`config.mk`:
```
export PLATFORM = sky130hd
export DESIGN_NAME = pipe2_skid_buffer
export DESIGN_NICKNAME = d
export VERILOG_FILES = /design/src/rtl/pipe2_skid_buffer.sv
export SDC_FILE = /design/constraint.sdc
export NUM_CORES = 1
export LEC_CHECK = 0
export BUFFER_PORTS_ARGS = -buffer_cell sky130_fd_sc_hd__buf_2
export CAP_MARGIN = 10
export CORE_ASPECT_RATIO = 0.6
export CORE_UTILIZATION = 50
export DETAILED_ROUTE_END_ITERATION = 7
export GPL_ROUTABILITY_DRIVEN = 0
export HOLD_SLACK_MARGIN = 0.03
export PLACE_DENSITY = 0.75
export SETUP_SLACK_MARGIN = 0.5
export SYNTH_ARGS = -nofsm -noshare
export SYNTH_HDL_FRONTEND = slang
export SYNTH_SLANG_ARGS = --single-unit
```
`constraint.sdc`:
```
create_clock -name clk -period 1.7 [get_ports clk]
set_input_delay 0.255 -clock clk [delete_from_list [all_inputs] [get_ports clk]]
set_output_delay 0.255 -clock clk [all_outputs]
set_load 0.05 [all_outputs]
```
`src/rtl/pipe2_skid_buffer.sv`:
```
// pipe2_skid_buffer: 2-entry valid/ready skid buffer for the stage-2 bus; optional flush via PIPE2_FLUSH_EN
module pipe2_skid_buffer #(
    parameter int WIDTH = 23
) (
    input  logic             clk,
    input  logic             reset,
`ifdef PIPE2_FLUSH_EN
    input  logic             flush,
`endif
    input  logic             in_valid,
    output logic             in_ready,
    input  logic [WIDTH-1:0] din,
    output logic             out_valid,
    input  logic             out_ready,
    output logic [WIDTH-1:0] dout,
    output logic [1:0]       occupancy
);
    typedef enum logic [1:0] {EMPTY = 2'd0, BUSY = 2'd1, FULL = 2'd2} state_t;
    state_t           state, state_nxt;
    logic [WIDTH-1:0] main_q, skid_q, main_d, skid_d;
    logic             in_xfer, out_xfer;
    // Handshake outputs come straight from the state flops; the encoding equals the beat count
    always_comb begin
        in_ready  = state != FULL;
        out_valid = state != EMPTY;
        occupancy = state;
        in_xfer   = in_valid && in_ready;
        out_xfer  = out_valid && out_ready;
    end
    // Next state and storage updates; skid only fills when main is stalled
    always_comb begin
        state_nxt = state;
        main_d    = main_q;
        skid_d    = skid_q;
        case (state)
            EMPTY: if (in_xfer) begin
                main_d    = din;
                state_nxt = BUSY;
            end
            BUSY: if (in_xfer && out_xfer) begin
                main_d = din;
            end else if (in_xfer) begin
                skid_d    = din;
                state_nxt = FULL;
            end else if (out_xfer) begin
                state_nxt = EMPTY;
            end
            FULL: if (out_xfer) begin
                main_d    = skid_q;
                state_nxt = BUSY;
            end
            default: state_nxt = EMPTY;
        endcase
`ifdef PIPE2_FLUSH_EN
        if (flush) begin
            state_nxt = EMPTY;
            main_d    = '0;
            skid_d    = '0;
        end
`endif
    end
    // State and data registers, cleared asynchronously
    always_ff @(posedge clk or posedge reset) begin
        if (reset) begin
            state  <= EMPTY;
            main_q <= '0;
            skid_q <= '0;
        end else begin
            state  <= state_nxt;
            main_q <= main_d;
            skid_q <= skid_d;
        end
    end
    assign dout = main_q;
endmodule

```
==> summary.md <==
| Metric | Value |
|---|---|
| Worst setup path endpoint | `dout[4]` |
| Syn Inst Count | `139` |
| Met2 wire length | `2190 µm` |
| Clk slew on worst S/H paths | `0.08 ns` |
| FF-to-FF Start | `occupancy[1]` |
| Yosys warns | `0` |
| Most frequent CP cell | `buf_12` |
| Mean routed wirelength per cell | `16.6 µm` |
| Diode count | `0` |
| Worst Path Buf+Inv | `2` |
| Crit-path slowest cell | `dfrtp_2` |
| Worst slew pin tran | `0.555 ns` |
| Syn nets | `166` |
| P_int | `2.96 mW` |
| Root Driver | `clkbuf_8` |
| M1 WL | `1970 µm` |
| Layout Utilization | `71.5%` |
| Most common cell after layout, fill and taps aside | `dfrtp_1` |
| Crit path launch type | `flop` |
| R2R cell count | `5` |
| Share of cells above drive strength 1 | `64.6%` |
| Initial Util | `between 50 and 60%` |
| P_leak | `1.49 nW` |
| Post-synthesis cell type count | `19` |
| Top Family by Delay on Critical Path | `flip-flops` |
| Switch share | `37.2%` |
| Worst-skew pair later-pin latency | `0.30 ns` |
| Area of the core | `roughly 0.0043 mm²` |
| Mapped Area | `0.00229 mm²` |
| Crit path from | `occupancy[1]` |
| Die H | `about 54 µm` |
| Min-Delay Startpoint | `din[6]` |
| WL met3 | `~210 µm` |
| Detailed Route WL | `4460 µm` |
| Largest net degree at the start of global routing | `26` |
| H-tree depth | `2` |
| Non-Filler Cell Area, Final | `0.00304 mm²` |
| Biggest cell delay along the critical path | `0.47 ns` |
| First-pass GRT wire length | `6820 µm` |
| Hold Path Class | `input pin to flop` |
| Setup TNS | `0 ns` |
| Drt pass-1 iters | `4` |
| Vias per inst | `5.01` |
| Max-Cap Viols | `0` |
| DIE AREA | `0.00487 mm²` |
| Overall routing resource usage | `between 20% and 30%` |
| Top routing layer used | `met4` |
| Total congestion overflow | `0` |
| Status | `finished clean` |
| I/O Pins | `between 50 and 60` |
| Clock skew | `approximately 0.0060 ns` |
| Maximum VDD drop | `0.766 mV` |
| Number of global-route vias before repair | `1440` |
| P per Cell Area | `1550 mW/mm²` |
| Num CTS Buffers | `5` |
| Area after DPL | `0.00265 mm²` |
| Max Freq | `0.665 GHz` |
| Routed via count | `1347` |
| HPWL Detailed | `~3000 µm` |
| Fin. max-slew vios | `0` |
| Comb pwr share | `44.5%` |
| Initial DRC count | `36` |
| Clock buffer depth | `2` |
| Reg power frac | `38.4%` |
| Hold violation count in the final report | `0` |
| Crit end category | `flop` |
| Port Buffers | `53` |
| Routed Antenna Nets | `0` |
| Setup violations, final | `0` |
| Crit path max fanout | `8` |
| Register area share after synthesis | `52.3%` |
| Initial antenna violation count | `0` |
| WP data arrival | `1.69 ns` |
| Crit path time final | `1.50 ns` |
| Commonest cells after routing, fill and taps aside | `46 x dfrtp_1, 41 x mux2_4, 26 x buf_2` |
| Row cnt | `18` |
| NetSw | `1.75 mW` |
| Crit share post-route | `88.5%` |
| Number of remaining DRC errors | `0` |
| FF-to-FF setup slack | `0.20 ns` |
| WP depth | `5` |
| Nets@finish | `235` |
| Hold_ws | `0.176 ns` |
| Reg-to-reg endpoint | `dout[4]` |
| TritonCTS sink count | `48` |
| Rel. slew slack | `between 60% and 70%` |
| Worst Path Required | `1.89 ns` |
| TritonCTS clock tree | `done` |
| Syn Area/Cell | `approximately 17 µm²` |
| Clock power frac | `17.1%` |
| Yosys reg bits | `48` |
| Setup CP Type | `flop to flop` |
| Die width | `89.5 µm` |
| P&R area growth vs syn | `32.6%` |
| Crit path cell chain | `nand2b_4 -> o21ai_4 -> buf_12 -> buf_12 -> mux2_4` |
| RSZ-0062 raised after global routing | `true` |
-- through the flow --
stage	std cells	worst slack [ns]	total power [mW]
floorplan	139	0.0258	3.20
global placement	252	0.177	3.55
detailed placement	252	0.0807	3.62
CTS	267	0.188	4.62
global route	269	0.142	4.94
finish	269	0.196	4.71
-- logic make-up (layout without fill, tap and decap cells) --
family / after synthesis / count (layout) / share of synthesized area, %
muxes: 70 / 70 / 40.2
DFF: 48 / 48 / 52.3
buffers and inverters: 9 / 79 / 4.25
and+or+nand+nor: 8 / 8 / 2.13
AOI/OAI and AO/OA: 4 / 4 / 1.09
-- synth_stat cells --
master | number | area [µm²]
or2_2 | 1 | 6.26
mux2_1 | 20 | 225
mux2_4 | 36 | 541
mux2_2 | 13 | 146
nor2b_1 | 2 | 12.5
nand2_1 | 1 | 3.75
nand3b_1 | 1 | 7.51
o21ai_2 | 1 | 8.76
dfrtp_1 | 48 | 1200
buf_12 | 2 | 40.0
buf_6 | 3 | 33.8
mux2i_1 | 1 | 10.0
o22ai_1 | 1 | 6.26
buf_4 | 2 | 15.0
nand2b_1 | 2 | 12.5
inv_1 | 1 | 3.75
and2_1 | 1 | 6.26
buf_2 | 1 | 5.00
a21oi_1 | 2 | 10.0
-- sequential cells by signal (all words and copies together), names as in the netlist --
signal	count
occupancy	2
skid_q	23
dout	23
-- power groups by stage --
stage	Clock (mW)	Sequential (mW)	Combinational (mW)
2_1_floorplan	0	2.45	0.750
4_1_cts	0.821	1.79	2.01
5_1_grt	0.881	1.86	2.20
6_report	0.803	1.81	2.10
3_5_place_dp	0	1.81	1.82
3_3_place_gp	0	1.78	1.77
-- routing by layer --
layer,up-vias,global-route usage (%)
met4,0,8.99
met3,8,6.18
met2,38,33.0
met1,671,24.8
li1,630,-
met5,-,0
-- worst register-to-register path, stage by stage, from the launching register on --
cell      delay, ns
dfrtp_2        0.47
nand2b_4       0.18
o21ai_4        0.16
buf_12         0.14
buf_12         0.13
mux2_4         0.30
-- worst min-delay path by stage --
stage                            end  slack (ns)  cells after the start
after global placement    skid_q[20]        0.32                      2
after CTS                  skid_q[6]        0.17                      2
final                      skid_q[6]        0.18                      2
after floorplan              dout[0]        0.28                      1
after global routing       skid_q[6]        0.17                      2
after detailed placement    dout[21]        0.34                      2
-- layout make-up --
cell class | count | area, µm²
Clock buffer | 6 | 72.6
Clock inverter | 2 | 35.0
Fill cell | 270 | 1210
Inverter | 1 | 7.51
Multi-Input combinational cell | 82 | 1050
Sequential cell | 48 | 1200
Tap cell | 60 | 75.1
Timing Repair Buffer | 69 | 591
Timing Repair inverter | 1 | 5.00
-- timing repair --
action,4_1_cts,5_1_grt
pin swaps,1,1
setup endpoints to repair,52,85
cloned,1,1
gates resized for setup,32,31
endpoints found under the hold margin,23,0
buffers inserted,5,1
hold buffers,1,0
(Power assumes the default switching activity.)
